### config.mk
export PLATFORM = sky130hd
export DESIGN_NAME = sim_intf_arb
export DESIGN_NICKNAME = d
export VERILOG_FILES = /design/src/rtl/sim_intf_arb.sv
export SDC_FILE = /design/constraint.sdc
export NUM_CORES = 1
export LEC_CHECK = 0
export BUFFER_PORTS_ARGS = -buffer_cell sky130_fd_sc_hd__buf_4
export CORE_AREA = 2 2 165 167
export CTS_CLUSTER_DIAMETER = 120
export DETAILED_ROUTE_END_ITERATION = 8
export DIE_AREA = 0 0 167 169
export PLACE_DENSITY_LB_ADDON = 0.12
export SKIP_LAST_GASP = 1
export SYNTH_ARGS = -nofsm -noshare
export SYNTH_HDL_FRONTEND = slang
export SYNTH_SLANG_ARGS = --single-unit
### constraint.sdc
create_clock -name clk -period 9 [get_ports clk]
set_input_delay 1.8 -clock clk [delete_from_list [all_inputs] [get_ports clk]]
set_output_delay 1.8 -clock clk [all_outputs]
set_load 0.01 [all_outputs]
### src/rtl/sim_intf_arb.sv
// Round-robin arbiter sharing one sim_intf lookup port among NREQ requesters.
// Each lookup runs IDLE -> ISSUE -> WAIT(LATENCY) -> RESP.
module sim_intf_arb #(
    parameter int NREQ    = 2,
    parameter int LATENCY = 1
) (
    input  logic              clk,
    input  logic              rst,
    input  logic [NREQ-1:0]    req_valid,
    input  logic [NREQ*64-1:0] req_pc,
    output logic [NREQ-1:0]    req_ready,
    output logic [NREQ-1:0]    rsp_valid,
    input  logic [NREQ-1:0]    rsp_ready,
    output logic [63:0]        rsp_pc_factual,
    output logic [31:0]        rsp_inst,
    output logic               rsp_miss,
    output logic [63:0]        sim_pc_try,
    input  logic [63:0]        sim_pc_factual,
    input  logic [31:0]        sim_inst,
    input  logic               sim_miss,
    output logic               busy,
    output logic [31:0]        miss_cnt
);

    localparam int IW = (NREQ > 1) ? $clog2(NREQ) : 1;

    typedef enum logic [1:0] {
        IDLE,
        ISSUE,
        WAIT,
        RESP
    } state_t;

    state_t         state;
    logic [IW-1:0]  grant_q;
    logic [IW-1:0]  last_grant;
    logic [IW-1:0]  gnt;
    logic [IW-1:0]  idx;
    logic           gnt_found;
    logic [63:0]    pc_q;
    logic [3:0]     cnt;
    logic [NREQ-1:0] one;

    assign one = {{(NREQ-1){1'b0}}, 1'b1};

    // Search starts just after the last winner so every requester gets a turn.
    always_comb begin
        gnt       = '0;
        gnt_found = 1'b0;
        idx       = '0;
        for (int k = 1; k <= NREQ; k++) begin
            idx = IW'((int'(last_grant) + k) % NREQ);
            if (!gnt_found && req_valid[idx]) begin
                gnt_found = 1'b1;
                gnt       = idx;
            end
        end
    end

    assign req_ready  = (state == IDLE && gnt_found) ? (one << gnt) : '0;
    assign sim_pc_try = pc_q;
    assign busy       = (state != IDLE);

    always_ff @(posedge clk or posedge rst) begin
        if (rst) begin
            state          <= IDLE;
            pc_q           <= '0;
            grant_q        <= '0;
            last_grant     <= IW'(NREQ - 1);
            cnt            <= '0;
            rsp_valid      <= '0;
            rsp_pc_factual <= '0;
            rsp_inst       <= '0;
            rsp_miss       <= 1'b0;
            miss_cnt       <= '0;
        end else begin
            unique case (state)
                IDLE: begin
                    if (gnt_found) begin
                        pc_q       <= req_pc[64*gnt +: 64];
                        grant_q    <= gnt;
                        last_grant <= gnt;
                        state      <= ISSUE;
                    end
                end
                ISSUE: begin
                    cnt   <= 4'(LATENCY);
                    state <= WAIT;
                end
                WAIT: begin
                    if (cnt == 4'd1) begin
                        cnt            <= '0;
                        rsp_pc_factual <= sim_pc_factual;
                        rsp_inst       <= sim_inst;
                        rsp_miss       <= sim_miss;
                        rsp_valid      <= one << grant_q;
                        if (sim_miss && miss_cnt != '1)
                            miss_cnt <= miss_cnt + 32'd1;
                        state <= RESP;
                    end else begin
                        cnt <= cnt - 4'd1;
                    end
                end
                RESP: begin
                    if (rsp_ready[grant_q]) begin
                        rsp_valid <= '0;
                        state     <= IDLE;
                    end
                end
                default: state <= IDLE;
            endcase
        end
    end

endmodule

# After elaboration in Yosys (flattened, before gate mapping)

Index checks and enable logic that the tools add are counted.

Register bits: 203

Add/subtract/negate cells: 4
Magnitude comparators: 3
Equal/unequal tests: 8
Shift-type cells: 3
Muxes and demuxes: 19
Reductions and logical operators: 13

Operator list:

| kind                    | count |
|---|---|
| $shiftx A128 B8 Y64     | 1 |
| $add A32 B1 Y32 const B | 1 |
| $ne A32 B32 Y1 const B  | 1 |
| $mux W1                 | 10 |
| $mux W2                 | 5 |
| $reduce_and A3 Y1       | 3 |
| $pmux W2 S4             | 1 |
| $pmux W4 S2             | 1 |
| $lt A1 B2 Y1 const B    | 3 |
| $ne A2 B2 Y1 const B    | 3 |
| $reduce_bool A2 Y1      | 3 |
| $eq A2 B2 Y1 const B    | 2 |
| $eq A4 B1 Y1 const B    | 1 |
| $mux W4                 | 1 |
| $pmux W2 S2             | 1 |
| $reduce_and A2 Y1       | 2 |
| $shl A1 B1 Y2 const A   | 2 |
| $sub A4 B1 Y4 const B   | 1 |
| $logic_and A1 B1 Y1     | 3 |
| $add A1 B1 Y1 const B   | 2 |
| $eq A2 B1 Y1 const B    | 1 |
| $logic_not A2 Y1        | 1 |
| $logic_not A1 Y1        | 1 |

# Depth between registers and ports, before layout

Depth after elaboration: 9
Depth in mapped cells: 9
Mapped depth without buffers: 7

# Worst setup path after synthesis

OpenSTA, ideal clock, no wires.

Kind: input port to output port
From: input req_valid[0]
To: output req_ready[0]
Data arrival time: 2571 ps
Data required time: 7200 ps
Path slack: 4629 ps
Stages: 4
Cells stage by stage: nand2_1 > a21oi_1 > clkbuf_1 > clkbuf_1

Longest elaborated chain between the ends: 8
Elaborated cells between the ends (all ways): 13
Classes of those cells: shift (1); mux (9); reduce/logical (3)

Ends and longest elaborated chain:

| what                                                        | line | text |
|---|---|---|
| from (decl)                                                 | 9    | `input logic [NREQ-1:0] req_valid,` |
| $mux W1 (not written as such) (2 in series)                 | 53   | `if (!gnt_found && req_valid[idx]) begin` |
| $mux W1                                                     | 53   |  |
| $logic_not A1 Y1                                            | 53   |  |
| $logic_and A1 B1 Y1                                         | 53   |  |
| $mux W1                                                     | 53   |  |
| $shl A1 B1 Y2 / $logic_and A1 B1 Y1 (equally long branches) | 60   | `assign req_ready = (state == IDLE && gnt_found) ? (one << gnt) : '0;` |
| $mux W2 *                                                   | 60   |  |
| to (decl)                                                   | 11   | `output logic [NREQ-1:0] req_ready,` |

Every way passes the cells marked *; elsewhere a longest branch is shown, timed or not. The select of a mux whose other input is x is not followed.

# Worst setup path in the final report

Same ends and word-level chain as after synthesis.

==> impl_metrics.json <==
{
  "cts_buffer_depth": 3,
  "fmax_mhz": 239,
  "fin_ws_ps": 4820,
  "nets": 1289,
  "postCtsSetupBuffers": 0,
  "reg2reg_from": "state[0]$_DFFE_PP0P_",
  "met1_length_um": 10300,
  "critPathArrivalTime_ps": 2380,
  "synthFlopType": "dfrtp_1",
  "cts_max_level": 1,
  "yosysTopAreaCellShare": 0.610,
  "finalClockSkew_ps": 15.4,
  "vias": 6743,
  "post-route-util": 0.477,
  "setup_viol": 0,
  "port_buffers": 428,
  "wl_met3_um": 2480,
  "maxSlewHeadroom": 0.269,
  "rows": 60,
  "tightest_slew_ps": 1100,
  "antenna_found_initial": 0,
  "hp-class": "reg2reg",
  "area_growth_pct": 52.7,
  "top_layer": "met4",
  "dpl_cell_area_mm2": 0.0119,
  "ys_async_sr_fraction": 1.00,
  "fin_setup_tns_ps": 0,
  "p_leak_nw": 6.43,
  "crit_path_max_fanout": 4,
  "hold_depth": 2,
  "gp_congestion": 0.741,
  "cts_root_buf": "clkbuf_16",
  "r2r-end": "rsp_pc_factual[3]$_DFFE_PP0P_",
  "holdCritStartpoint": "sim_pc_try[37]$_DFFE_PP0N_",
  "hold_end": "sim_pc_try[37]$_DFFE_PP0N_",
  "dp_hpwl_um": 18800,
  "crit_path_start_kind": "primary input",
  "grt_max_degree": 120,
  "yosysWarnings": 0,
  "final_cell_area_mm2": 0.0126,
  "r2r_slack_ps": 5960,
  "syn_area_mm2": 0.00828,
  "wl_met2_um": 13000,
  "synth_nets": 864,
  "synth-seq-cells": 203,
  "postSynthAreaPerCell_um2": 13.2,
  "start_util": 0.313,
  "end_kind": "output port",
  "ios": 429,
  "maxCapViolCount": 0,
  "dp_slack_ps": 4790,
  "grt_pass1_wl_um": 40100,
  "drc": 0,
  "core_area_mm2": 0.0265,
  "required_ps": 7200,
  "ys_top_cells_by_area": "dfrtp_1 61%, mux2_2 13%, a222oi_1 7.7%",
  "ant_nets": 0,
  "clkLatencyLatePin_ps": 510,
  "peakVddDrop_mv": 0.237,
  "cts_tree": "done",
  "status": "completed",
  "fin_crit_ps": 4180,
  "drive_gt1_frac": 0.543,
  "overflow": 0,
  "cts.clk_slew.worst_paths_ps": 50,
  "hold_viol": 0,
  "min_period_over_period": 0.465,
  "drt_iter0_drc": 545,
  "routedWlPerCell_um": 18.6,
  "synthCells": 626,
  "ctsResizeCount": 0,
  "first_global_vias": 6852,
  "slew_viol_final": 0,
  "wl_um": 26200,
  "synth_edf_count": 0,
  "die_h_um": 169,
  "reg2regPathDepth": 6,
  "via_per_inst": 4.79,
  "diodes": 0,
  "synth_top_cell_by_area": "dfrtp_1",
  "grt_usage": 0.177,
  "die-area_mm2": 0.0282,
  "hold_buffers": 0,
  "synth.distinct_cells": 38,
  "crit_start": "req_valid[0]",
  "dr.pass1.iters": 7,
  "die_w_um": 167,
  "p_per_area_mw_per_mm2": 345,
  "clock_sinks": 203,
  "yosysSeqAreaShare": 0.613,
  "numCtsBuffers": 24,
  "power_w": 0.00436,
  "rsz0062_at_grt": "false",
  "critPathKind": "in2out"
}
-- sequential cells by signal, indices dropped and copies added (netlist names) --
| register | cells |
|---|---|
| rsp_pc_factual | 64 |
| sim_pc_try | 64 |
| miss_cnt | 32 |
| rsp_inst | 32 |
| cnt | 4 |
| rsp_valid | 2 |
| state | 2 |
| grant_q | 1 |
| last_grant | 1 |
| rsp_miss | 1 |
-- logic make-up (layout without fill, tap and decap cells) --
family / after synthesis / in the layout / share of synthesized area
mux: 100 / 100 / 0.136
simple gates: 90 / 90 / 0.0631
compound gates: 84 / 84 / 0.0932
flops: 203 / 203 / 0.613
xor+xnor: 31 / 31 / 0.0328
fa+ha+maj: 7 / 7 / 0.0106
buf+inv: 111 / 553 / 0.0512
-- report_power, final --
group          switching (W)  leakage [nW]  total, W  internal, W
Combinational       0.000865          3.56   0.00189      0.00102
Sequential          0.000217          2.49   0.00153      0.00131
Clock               0.000379         0.377  0.000941     0.000562
Total                0.00146          6.43   0.00436      0.00290
-- synthesized netlist by cell type (2+ instances only) --
master,n
mux2_2,98
buf_2,6
nand3_1,16
nand4_1,11
and4_1,4
inv_1,76
a222oi_1,64
ha_1,7
and3_1,8
nor3_1,10
buf_1,14
o21ai_0,9
xor2_1,13
dfrtp_1,202
nand2_1,18
a21oi_1,3
clkbuf_1,15
mux2i_1,2
nor4_1,5
nor2_1,5
xnor2_1,18
a21o_1,2
a31oi_1,3
and2_1,3
-- layer usage --
metal / GRT usage / up-vias
met4: 0.0386 / 0
li1: - / 3143
met3: 0.0610 / 30
met5: 0 / -
met1: 0.217 / 3295
met2: 0.303 / 275
-- how the worst max path moves through the flow --
stage | end | cells after the start | slack, ps
after global placement | req_ready[0] | 4 | 4790
final | req_ready[0] | 4 | 4820
after global routing | req_ready[0] | 4 | 4790
after detailed placement | req_ready[0] | 4 | 4790
after floorplan | cnt[0]$_DFFE_PP0P_ | 1 | 1660
after CTS | req_ready[0] | 4 | 4790
-- cells in the final DEF (no fill, tap or decap), types with 2 or more instances in the layout --
master,count
inv_1,75
a31oi_1,3
and2_1,3
clkbuf_1,8
nor2_1,5
and3_1,8
dfrtp_1,202
clkbuf_8,3
clkinv_2,5
and4_1,4
mux2_2,98
nand3_1,16
ha_1,7
xor2_1,13
buf_4,434
clkbuf_16,25
mux2i_1,2
nand2_1,18
a21o_1,2
a222oi_1,64
a21oi_4,2
xnor2_1,18
nand4_1,11
nor3_1,10
nor4_1,5
o21ai_0,8
-- metrics by stage --
| step | hold WS (ps) | instances |
|---|---|---|
| 3_5_place_dp | 480 | 1366 |
| 6_report | 489 | 1409 |
| 2_1_floorplan | 472 | 626 |
| 4_1_cts | 494 | 1409 |
| 5_1_grt | 505 | 1409 |
| 3_3_place_gp | 473 | 1366 |
-- layout make-up --
| type | instances | area (um2) |
|---|---|---|
| fillers | 2543 | 13900 |
| flip-flops and latches | 203 | 5080 |
| repair buffers | 434 | 3260 |
| multi-input cells | 312 | 2830 |
| clock buffers | 36 | 697 |
| well taps | 341 | 427 |
| inverters | 76 | 293 |
| clock inverters | 7 | 63.8 |
-- worst max-delay path, stage by stage --
cell	delay (ps)
buf_4	130
nand2_1	90
a21oi_4	190
buf_4	180
Note: power is estimated with default switching activity, not from simulation.
